$ cat src/rtl/syncfifo.sv
// Single-clock FIFO with exact occupancy, live almost-full/almost-empty thresholds,
// overflow/underflow pulses and a choice of first-word-fall-through or registered read.
module syncfifo #(
    parameter int unsigned DATA_WIDTH = 8,
    parameter int unsigned ADDR_WIDTH = 4,
    parameter string       RAM_STYLE  = "distributed",
    parameter bit          FWFT_EN    = 1'b1
) (
    input  logic                  clk,
    input  logic                  rst,
    input  logic [DATA_WIDTH-1:0] din,
    input  logic                  wr_en,
    output logic                  full,
    output logic                  almost_full,
    output logic                  overflow,
    input  logic                  rd_en,
    output logic [DATA_WIDTH-1:0] dout,
    output logic                  empty,
    output logic                  almost_empty,
    output logic                  underflow,
    output logic [ADDR_WIDTH:0]   data_count,
    input  logic [ADDR_WIDTH:0]   prog_full_th,
    input  logic [ADDR_WIDTH:0]   prog_empty_th
);

    localparam int unsigned DEPTH = 1 << ADDR_WIDTH;
    localparam int unsigned CW    = ADDR_WIDTH + 1;

    logic [ADDR_WIDTH-1:0] wptr_q, wptr_d;
    logic [ADDR_WIDTH-1:0] rptr_q, rptr_d;
    logic [CW-1:0]         count_q, count_d;
    logic                  ovf_q, ovf_d;
    logic                  udf_q, udf_d;
    logic [DATA_WIDTH-1:0] dout_q, dout_d;
    logic [DATA_WIDTH-1:0] head_c;
    logic                  wr_acc_c, rd_acc_c, mem_we_c;

    // Flags are plain compares on the registered occupancy.
    assign full         = (count_q == CW'(DEPTH));
    assign empty        = (count_q == '0);
    assign almost_full  = (count_q >= prog_full_th);
    assign almost_empty = (count_q <= prog_empty_th);
    assign data_count   = count_q;
    assign overflow     = ovf_q;
    assign underflow    = udf_q;

    // Next-state: accepts judged on pre-edge flags; dout_q captures the word being popped.
    always_comb begin
        wr_acc_c = wr_en & ~full;
        rd_acc_c = rd_en & ~empty;
        mem_we_c = wr_acc_c & ~rst;
        wptr_d   = wptr_q;
        rptr_d   = rptr_q;
        dout_d   = dout_q;
        if (wr_acc_c) begin
            wptr_d = wptr_q + ADDR_WIDTH'(1);
        end
        if (rd_acc_c) begin
            rptr_d = rptr_q + ADDR_WIDTH'(1);
            dout_d = head_c;
        end
        count_d = count_q + CW'(wr_acc_c) - CW'(rd_acc_c);
        ovf_d   = wr_en & full;
        udf_d   = rd_en & empty;
    end

    always_ff @(posedge clk) begin
        if (rst) begin
            wptr_q  <= '0;
            rptr_q  <= '0;
            count_q <= '0;
            ovf_q   <= 1'b0;
            udf_q   <= 1'b0;
            dout_q  <= '0;
        end else begin
            wptr_q  <= wptr_d;
            rptr_q  <= rptr_d;
            count_q <= count_d;
            ovf_q   <= ovf_d;
            udf_q   <= udf_d;
            dout_q  <= dout_d;
        end
    end

    // Storage is never reset; the attribute steers the mapping tool.
    if (RAM_STYLE == "block") begin : g_mem_block
        (* ram_style = "block" *) logic [DATA_WIDTH-1:0] mem [DEPTH];
        always_ff @(posedge clk) begin
            if (mem_we_c) begin
                mem[wptr_q] <= din;
            end
        end
        assign head_c = mem[rptr_q];
    end else begin : g_mem_dist
        (* ram_style = "distributed" *) logic [DATA_WIDTH-1:0] mem [DEPTH];
        always_ff @(posedge clk) begin
            if (mem_we_c) begin
                mem[wptr_q] <= din;
            end
        end
        assign head_c = mem[rptr_q];
    end

    // FWFT shows the live head, falling back to the last popped word when empty.
    if (FWFT_EN) begin : g_fwft
        assign dout = empty ? dout_q : head_c;
    end else begin : g_std
        assign dout = dout_q;
    end

endmodule
$ cat config.mk
export PLATFORM = sky130hd
export DESIGN_NAME = syncfifo
export DESIGN_NICKNAME = d
export VERILOG_FILES = /design/src/rtl/syncfifo.sv
export SDC_FILE = /design/constraint.sdc
export NUM_CORES = 1
export LEC_CHECK = 0
export ABC_AREA = 1
export BUFFER_PORTS_ARGS = -buffer_cell sky130_fd_sc_hd__clkbuf_2
export CAP_MARGIN = 25
export CORE_UTILIZATION = 41
export CTS_BUF_LIST = sky130_fd_sc_hd__clkbuf_16
export DETAILED_ROUTE_END_ITERATION = 6
export GPL_TIMING_DRIVEN = 0
export PLACE_DENSITY = 0.55
export SYNTH_ARGS = -nofsm -noshare
export SYNTH_HDL_FRONTEND = slang
export SYNTH_SLANG_ARGS = --single-unit
$ cat constraint.sdc
create_clock -name clk -period 5.8 [get_ports clk]
set_input_delay 1.16 -clock clk [delete_from_list [all_inputs] [get_ports clk]]
set_output_delay 1.16 -clock clk [all_outputs]
set_load 0.03 [all_outputs]
==> qor.csv <==
metric;value;unit
status;completed;
leading cell type in the layout, fill and taps excluded;nand2_1;
switching share of power;34.0;%
final setup vio count;0;
CTS Hold Bufs;0;
synthesized flop and latch total;155;
Synth top area share;54.2;%
Synth area leader;edfxtp_1;
DP HPWL;12100;um
Power Total;3.57;mW
vias in the first global route;4946;
CP Class;reg -> out;
DR vias/cell;4.84;
Synth Cell Area;7100;um2
Final Hold Fails;0;
Area growth, synth to finish;15.5;%
Final ANT Viol Nets;0;
CTS tree;yes;
Root Driver;clkbuf_16;
commonest non-fill, non-tap cells in the layout;nand2_1 (256), edfxtp_1 (128), inv_1 (109);
Post-CTS Resized;0;
Clk Latency, worst-skew pair;0.43;ns
Port Buffers;39;
total CTS buffers;17;
Die H;134;um
Nets;843;
syn nets;785;
via count;4999;
ant diodes;0;
sequential share of the synthesized area;61.8;%
Tot GR Track Use;21.1;%
layout cells sized above 1;12.3;%
average routed wire per standard cell;16.9;um
Post CTS Setup Buffer Count;0;
Period minus WS final;3.39;ns
die area;17800;um2
Reg clk slew, reported paths;0.06;ns
PD cells;436;nW/um2
Leak;3.61;nW
Setup crit end kind;output pin;
crit path DAT;2.23;ns
synth unique cells;31;
RSZ-0062 raised after global routing;false;
relative slew slack;33.1;%
Critical Path RT;4.64;ns
GRT overflow;0;
DRC;0;
Slew Viols, Final;0;
yosys synthesis warning count;0;
FILL cells;1563;
Crit Path Max Fanout;10;
Max rail drop VDD;0.249;mV
worst min path class;reg -> reg;
setup tns final;0;ns
first-pass GRT wire length;27100;um
startpoint types;flop;
Power Internal;2.36;mW
site row count;47;
Pre-antenna DRT Iters;5;
Gate power share;29.8;%
clock share of power;33.4;%
number of clock sinks;155;
largest buffer count on any clock path;2;
Post-DP Area;7570;um2
syn_area_per_cell;9.58;um2
DRT Wirelength;17500;um
Design Area, Final;8200;um2
Initial Util;42.4;%
largest net degree at the start of global routing;17;
routability cong.;0.877;
initial antenna violation count;0;
sw power;1.22;mW
Slew @ Worst Pin;0.999;ns
core box area;16800;um2
Post-Syn Instances;741;
Area contributors post-synth;edfxtp_1 (54%), nand2_1 (14%), dfxtp_1 (7.6%), nand3_1 (6.5%), inv_1 (5.7%);
Reg power frac;36.8;%
H-Tree Depth;4;
1st-iter DRT viols;414;
die width;134;um
final worst-path cycle share;58.5;%
clk_skew;0.00828;ns
Max Cap Viol;0;
Achievable Freq;0.295;GHz
# IOs;41;
layer usage:
| metal | vias up | part of all wire (%) | track usage [%] |
|---|---|---|---|
| met1 | 2345 | 46 | 27.4 |
| li1 | 2494 | - | - |
| met5 | - | 0 | 0 |
| met2 | 128 | 47 | 33.4 |
| met3 | 32 | 4.6 | 4.34 |
| met4 | 0 | 2.6 | 10.4 |
synth_stat cells, drive strengths merged:
master	instances
nor3	2
fa	1
nor3b	3
ha	21
nand4	1
a21oi	13
inv	110
o221ai	1
nand2	258
xor2	3
clkinv	1
o21ai	4
clkbuf	6
xnor2	1
dfxtp	27
o21bai	2
a211oi	1
edfxtp	128
buf	22
nand3	94
nor2	39
or2	3
worst paths after layout:
kind	startpoint	slack, ns	end	depth (start not counted)
hold / removal	rptr_q[3]	0.51	rptr_q[3]	2
hold reg to reg	rptr_q[3]	0.51	rptr_q[3]	2
setup / recovery	flop	2.41	dout[2]	11
setup reg to reg	data_count[2]	2.88	data_count[4]	16
power by group through the flow:
stage	registers, mW	clock network (mW)	logic (mW)
global route	1.33	1.24	1.19
finish	1.32	1.19	1.06
floorplan	1.36	0	0.734
detailed placement	1.34	0	1.07
CTS	1.32	1.21	1.07
global placement	1.34	0	1.05
through the flow:
step                      util (%)  cells  hold WS (ns)  setup slack, ns
after floorplan                  -    741         0.470             2.37
after global placement        45.2   1000         0.498             2.43
after detailed placement      45.2   1000         0.507             2.40
after CTS                     48.9   1032         0.517             2.39
after global routing          48.9   1032         0.557             2.20
final                         48.9   1032         0.509             2.41
worst max-delay path: stages (launching register included):
cell      delay, ns
dfxtp_1        0.34
inv_2          0.17
buf_2          0.30
nand2_1        0.08
nand2_1        0.09
nand2_1        0.06
nand3_1        0.16
nand3_1        0.17
nand2_1        0.11
nand2_1        0.05
nand2_1        0.07
clkbuf_2       0.20
layout make-up:
class	count	area, um2	area share [%]
Buffer	28	183	2.23
Tap cell	220	275	3.36
Clock buffer	17	425	5.19
Clock inverter	15	208	2.53
Multi-Input combinational cell	447	2110	25.8
Inverter	111	419	5.11
Timing Repair Buffer	39	195	2.38
Sequential cell	155	4380	53.5
flip-flops by register name (all words and copies together), names as in the netlist, named ones only:
register and count:
wptr_q 4, underflow 1, overflow 1, data_count 5, dout_q 8, g_mem_dist.mem 128, rptr_q 4
cell families after synthesis:
| logic type | share of synthesized area, % |
|---|---|
| simple gates | 23.6 |
| flops | 61.8 |
| buf+inv | 8.48 |
| fa+ha+maj | 3.98 |
| compound gates | 1.64 |
| xor+xnor | 0.494 |
Power figures use the tool's default switching activity.
